<file path="src/rtl/ocx_tlx_framer_cmd_fifo_cfg.sv">
// ocx_tlx_framer_cmd_fifo_cfg
// First-word-fall-through command FIFO between the command arbiter and the
// framer flit builder.
// - Depth can be programmed at run time.
// - Provides full / almost-full flags, sticky overflow/underflow errors,
//   a high-water mark and one credit pulse per accepted read.
module ocx_tlx_framer_cmd_fifo_cfg #(
  parameter int WIDTH        = 172,
  parameter int DEPTH        = 8,
  parameter int ADDR_WIDTH   = 3,
  parameter int AFULL_THRESH = 6
) (
  input  logic                  clock,
  input  logic                  reset,
  input  logic [WIDTH-1:0]      data_in,
  input  logic                  wr_enable,
  output logic [WIDTH-1:0]      data_out,
  input  logic                  rd_done,
  input  logic [ADDR_WIDTH:0]   cfg_depth_limit,
  input  logic                  stat_clear,
  output logic                  data_available,
  output logic                  full,
  output logic                  almost_full,
  output logic [ADDR_WIDTH:0]   valid_entry_count,
  output logic [ADDR_WIDTH:0]   high_water_mark,
  output logic                  credit_return,
  output logic                  underflow_error,
  output logic                  overflow_error
);

  localparam int CW = ADDR_WIDTH + 1;

  logic [WIDTH-1:0]      mem_r [DEPTH];
  logic [ADDR_WIDTH-1:0] wr_ptr_r;
  logic [ADDR_WIDTH-1:0] rd_ptr_r;
  logic [CW-1:0]         count_r;
  logic [CW-1:0]         eff_depth_r;
  logic [CW-1:0]         hwm_r;
  logic                  credit_r;
  logic                  uf_err_r;
  logic                  of_err_r;

  logic                  empty_s;
  logic                  full_s;
  logic                  ra_s;
  logic                  wa_s;
  logic                  reload_s;
  logic                  of_set_s;
  logic                  uf_set_s;
  logic [CW-1:0]         count_next_s;
  logic [CW-1:0]         cfg_dec_s;
  logic [CW-1:0]         af_lim_s;
  logic [CW-1:0]         hwm_next_s;
  logic [ADDR_WIDTH-1:0] wr_ptr_inc_s;
  logic [ADDR_WIDTH-1:0] rd_ptr_inc_s;

  assign empty_s  = (count_r == {CW{1'b0}});
  assign full_s   = (count_r == eff_depth_r);
  assign ra_s     = rd_done && !empty_s;
  assign wa_s     = wr_enable && (!full_s || ra_s);
  assign of_set_s = wr_enable && full_s && !ra_s;
  assign uf_set_s = rd_done && empty_s;
  // Depth is only retuned while nothing is stored and nothing is arriving.
  assign reload_s = empty_s && !wr_enable;

  // Decode the requested depth and the almost-full limit; the next occupancy
  // feeds the high-water mark.
  always_comb begin
    cfg_dec_s    = CW'(DEPTH);
    af_lim_s     = eff_depth_r;
    count_next_s = count_r;
    hwm_next_s   = hwm_r;
    if ((cfg_depth_limit == {CW{1'b0}}) || (cfg_depth_limit > CW'(DEPTH))) begin
      cfg_dec_s = CW'(DEPTH);
    end else begin
      cfg_dec_s = cfg_depth_limit;
    end
    if (CW'(AFULL_THRESH) < eff_depth_r) begin
      af_lim_s = CW'(AFULL_THRESH);
    end else begin
      af_lim_s = eff_depth_r;
    end
    if (wa_s && !ra_s) begin
      count_next_s = count_r + CW'(1);
    end else if (ra_s && !wa_s) begin
      count_next_s = count_r - CW'(1);
    end else begin
      count_next_s = count_r;
    end
    if (count_next_s > hwm_r) begin
      hwm_next_s = count_next_s;
    end else begin
      hwm_next_s = hwm_r;
    end
  end

  // Pointer increments wrap at the effective depth, not at a power of two.
  always_comb begin
    wr_ptr_inc_s = wr_ptr_r + ADDR_WIDTH'(1);
    rd_ptr_inc_s = rd_ptr_r + ADDR_WIDTH'(1);
    if ({1'b0, wr_ptr_r} == (eff_depth_r - CW'(1))) begin
      wr_ptr_inc_s = {ADDR_WIDTH{1'b0}};
    end else begin
      wr_ptr_inc_s = wr_ptr_r + ADDR_WIDTH'(1);
    end
    if ({1'b0, rd_ptr_r} == (eff_depth_r - CW'(1))) begin
      rd_ptr_inc_s = {ADDR_WIDTH{1'b0}};
    end else begin
      rd_ptr_inc_s = rd_ptr_r + ADDR_WIDTH'(1);
    end
  end

  // Control state: pointers, occupancy, depth, statistics and credit.
  // Pointers are re-based to 0 when the depth reloads so they always lie
  // inside the newly selected depth (invisible while the FIFO is empty).
  always_ff @(posedge clock or posedge reset) begin
    if (reset) begin
      wr_ptr_r    <= {ADDR_WIDTH{1'b0}};
      rd_ptr_r    <= {ADDR_WIDTH{1'b0}};
      count_r     <= {CW{1'b0}};
      eff_depth_r <= CW'(DEPTH);
      hwm_r       <= {CW{1'b0}};
      credit_r    <= 1'b0;
      uf_err_r    <= 1'b0;
      of_err_r    <= 1'b0;
    end else begin
      if (reload_s) begin
        eff_depth_r <= cfg_dec_s;
        wr_ptr_r    <= {ADDR_WIDTH{1'b0}};
        rd_ptr_r    <= {ADDR_WIDTH{1'b0}};
      end else begin
        if (wa_s) begin
          wr_ptr_r <= wr_ptr_inc_s;
        end
        if (ra_s) begin
          rd_ptr_r <= rd_ptr_inc_s;
        end
      end
      count_r  <= count_next_s;
      credit_r <= ra_s;
      if (stat_clear) begin
        hwm_r    <= count_next_s;
        uf_err_r <= 1'b0;
        of_err_r <= 1'b0;
      end else begin
        hwm_r <= hwm_next_s;
        if (uf_set_s) begin
          uf_err_r <= 1'b1;
        end
        if (of_set_s) begin
          of_err_r <= 1'b1;
        end
      end
    end
  end

  // Storage array; not reset, and a write coinciding with reset is discarded.
  always_ff @(posedge clock) begin
    if (wa_s && !reset) begin
      mem_r[wr_ptr_r] <= data_in;
    end
  end

  // Head entry falls through; forced to zero when nothing is stored.
  always_comb begin
    if (empty_s) begin
      data_out = {WIDTH{1'b0}};
    end else begin
      data_out = mem_r[rd_ptr_r];
    end
  end

  assign data_available    = !empty_s;
  assign full              = full_s;
  assign almost_full       = (count_r >= af_lim_s);
  assign valid_entry_count = count_r;
  assign high_water_mark   = hwm_r;
  assign credit_return     = credit_r;
  assign underflow_error   = uf_err_r;
  assign overflow_error    = of_err_r;

endmodule

</file>
<file path="config.mk">
export PLATFORM = sky130hd
export DESIGN_NAME = ocx_tlx_framer_cmd_fifo_cfg
export DESIGN_NICKNAME = d
export VERILOG_FILES = /design/src/rtl/ocx_tlx_framer_cmd_fifo_cfg.sv
export SDC_FILE = /design/constraint.sdc
export NUM_CORES = 1
export LEC_CHECK = 0
export CORE_MARGIN = 3
export CORE_UTILIZATION = 35
export DETAILED_ROUTE_END_ITERATION = 7
export GPL_TIMING_DRIVEN = 0
export MAX_ROUTING_LAYER = met4
export PLACE_DENSITY_LB_ADDON = 0.08
export SKIP_CTS_REPAIR_TIMING = 1
export SYNTH_ARGS = -nofsm -noshare
export SYNTH_HDL_FRONTEND = slang
export SYNTH_SLANG_ARGS = --single-unit
</file>
<file path="constraint.sdc">
create_clock -name clock -period 23.9 [get_ports clock]
set_clock_uncertainty 0.15 [all_clocks]
set_input_delay 5.975 -clock clock [delete_from_list [all_inputs] [get_ports clock]]
set_output_delay 5.975 -clock clock [all_outputs]
set_load 0.005 [all_outputs]
</file>
==> reports/results.txt <==
status - finished, final reports clean
full die area - 157,400 um^2
CTS Buf Count - 155
clock latency on the worst-skew pair - 0.76 ns
peak supply drop - 0.00006536 V
max cap viols - 0
Pwr Total - 7694 uW
CTS max path bufs - 3
Peak Freq - 0.09741 GHz
die width - 396.8 um
row count - 142
Syn Area/Cell - 22.81 um^2
Period Utilization, post-route - 0.4295
H-tree depth - 4
Hold Fails Final Rpt - 0
Die Height - 396.8 um
DP Wirelength - 95,020 um
Synth Cell Area - 53,450 um^2
CTS root buffer - clkbuf_16
pin count of the biggest net entering global routing - 24
PnR worst setup slack - 13.63 ns
commonest non-fill, non-tap cell in the layout - edfxtp_1
hold crit path type - reg -> reg
Post-synth EDFFs - 1,376
post-synth net total - 2,538
crit end category - output pin
Placed Cells - 4,877
Fillers - 12,850
crit path kind - reg -> out
clock sinks - 1,397
most frequent cells in the layout - 1,376 x edfxtp_1, 365 x clkdlybuf4s50_1, 344 x mux4_2
GR Util All Layers - 0.1828
post-synth cell types - 47
Clock Pin Slew Worst Setup and Hold Paths - 0.05 ns
crit path DAT - 4.14 ns
grt total ovfl - 0
final WL - 138,900 um
first-pass GRT wire length - 200,100 um
area growth from synthesis to layout - 24.68%
Startpoint Class - flip-flop
I/O pins - 367
Max Fanout on Critical Path - 10
Finished Layout Cells - 5,171
DP Worst Slack - 13.67 ns
synthesized instance count - 2,343
relative slew slack - 0.1552
vias in the first global route - 27,860
register bit total from synthesis - 1,397
DRT iter0 DRCs - 1,592
I/O Buffers - 365
pwr dens - 115.5 nW/um^2
multi-input logic area - 11,090 um^2
Main synth FF type - edfxtp_1
DRC viols - 0
layout cell share with drive strength beyond 1 - 0.2526
Layout Nets - 3,213
Final ANT Viol Nets - 0
Async S/R FF share, synth - 0.01503
register area - 41,850 um^2
Setup-failing EPs final - 0
floorplan core area - 150,800 um^2
Seq/Total Area, Yosys - 0.7830
CTS tree - done
GP Congestion - 0.7419
LEAKAGE - 0.02137 uW
DR WL/cell - 26.86 um
worst-margin pin slew - 1.267 ns
final max-slew violation count - 0
unrepaired setup endpoints after global routing - false
fin crit period - 10.27 ns
vias - 25,540
worst path required time - 17.78 ns
Via density - 4.939
Detailed Routing Iterations Pass 1 - 5
initial antenna violation count - 25
yosys warns - 0
Starting Density - 0.3543
worst paths after layout:
| kind | from | endpoint | slack (ns) | cells past startpoint |
|---|---|---|---|---|
| worst max-delay path | rd_ptr_r[1]$_DFFE_PP0P_ | data_out[61] | 13.63 | 6 |
| worst min-delay path | overflow_error$_DFFE_PP0P_ | overflow_error$_DFFE_PP0P_ | 0.35 | 2 |
| worst max register to register | valid_entry_count[0]$_DFF_PP0_ | mem_r[5][50]$_DFFE_PP_ | 19.34 | 13 |
| worst min register to register | overflow_error$_DFFE_PP0P_ | overflow_error$_DFFE_PP0P_ | 0.35 | 2 |
| max in group asynchronous | reset | valid_entry_count[1]$_DFF_PP0_ | 17.11 | 2 |
| min in group asynchronous | reset | high_water_mark[1]$_DFFE_PP0P_ | 5.90 | 2 |
state kept, by name (all words and copies together) (netlist names):
signal and flops:
underflow_error 1, valid_entry_count 4, eff_depth_r 4, mem_r 1376
rd_ptr_r 3, overflow_error 1, high_water_mark 4, wr_ptr_r 3
credit_return 1
worst max-delay path, stage by stage, from the launching register on:
cell             delay [ns]
dfrtp_1                0.42
clkbuf_1               0.95
clkbuf_1               0.72
mux4_2                 0.41
mux2i_1                0.31
nor2_1                 0.09
clkdlybuf4s50_1        0.46
where the power goes:
group          internal [uW]  leakage (uW)  switching [uW]  total [uW]
combinational           1250       0.00633            1260        2510
sequential              2880        0.0127            43.7        2930
clock                   1300       0.00235             951        2260
final cells by class:
class	count	share of cell area
Antenna cell	20	0.0007511
Buffer	124	0.008225
Clock buffer	188	0.06133
Clock inverter	86	0.01089
Inverter	13	0.0007323
Multi-Input combinational cell	809	0.1665
Sequential cell	1397	0.6280
Tap cell	2016	0.03786
Timing Repair Buffer	518	0.08574
per-stage QoR:
step,TNS [ns],instance area (um^2),hold slack (ns),util
3_5_place_dp,0,61770,0.3476,0.4095
6_report,0,66630,0.3484,0.4417
3_3_place_gp,-8986.16,59650,0.3356,0.3954
5_1_grt,0,66630,0.4120,0.4417
2_1_floorplan,0,53470,0.3359,-
4_1_cts,0,66580,0.3588,0.4414
logic make-up after synthesis:
family	after synthesis	share of synthesized area
compound gates	26	0.003301
xor+xnor	15	0.002599
fa+ha+maj	14	0.003278
buf+inv	137	0.01107
flops	1397	0.7830
mux	523	0.1786
other cells	1	0.00007017
simple gates	230	0.01812
synthesized netlist by cell type (2+ instances only):
| master | count | share of area |
|---|---|---|
| o21ai_0 | 8 | 0.00075 |
| nand2_1 | 14 | 0.00098 |
| mux2i_1 | 175 | 0.033 |
| nor2_1 | 182 | 0.013 |
| a211oi_1 | 2 | 0.00028 |
| xor2_1 | 6 | 0.00098 |
| buf_2 | 56 | 0.0052 |
| nor3_1 | 5 | 0.00047 |
| mux2_2 | 4 | 0.00084 |
| clkbuf_1 | 60 | 0.0042 |
| xnor2_1 | 8 | 0.0013 |
| ha_1 | 14 | 0.0033 |
| o21ai_1 | 2 | 0.00019 |
| nor4b_1 | 2 | 0.00033 |
| nand3_1 | 5 | 0.00047 |
| a31oi_1 | 2 | 0.00023 |
| nand4_1 | 3 | 0.00035 |
| buf_4 | 2 | 0.00028 |
| edfxtp_1 | 1376 | 0.77 |
| nand4b_1 | 2 | 0.00033 |
| a21oi_1 | 4 | 0.00037 |
| dfrtp_1 | 20 | 0.0094 |
| buf_1 | 6 | 0.00042 |
| nand2b_1 | 4 | 0.00047 |
| nor4_1 | 3 | 0.00035 |
| nand3b_1 | 3 | 0.00042 |
| inv_1 | 12 | 0.00084 |
| mux4_2 | 344 | 0.14 |
routing by layer:
layer / wire length, um / part of all wire / global-route usage / up-vias
met3: 8948 / 0.064 / 0.05082 / 194
met5: 0 / 0 / - / -
met4: 2745 / 0.020 / 0.04220 / 0
li1: - / - / - / 11190
met1: 55800 / 0.40 / 0.2196 / 13550
met2: 71390 / 0.51 / 0.3073 / 606
Note: power is estimated with default switching activity, not from simulation.
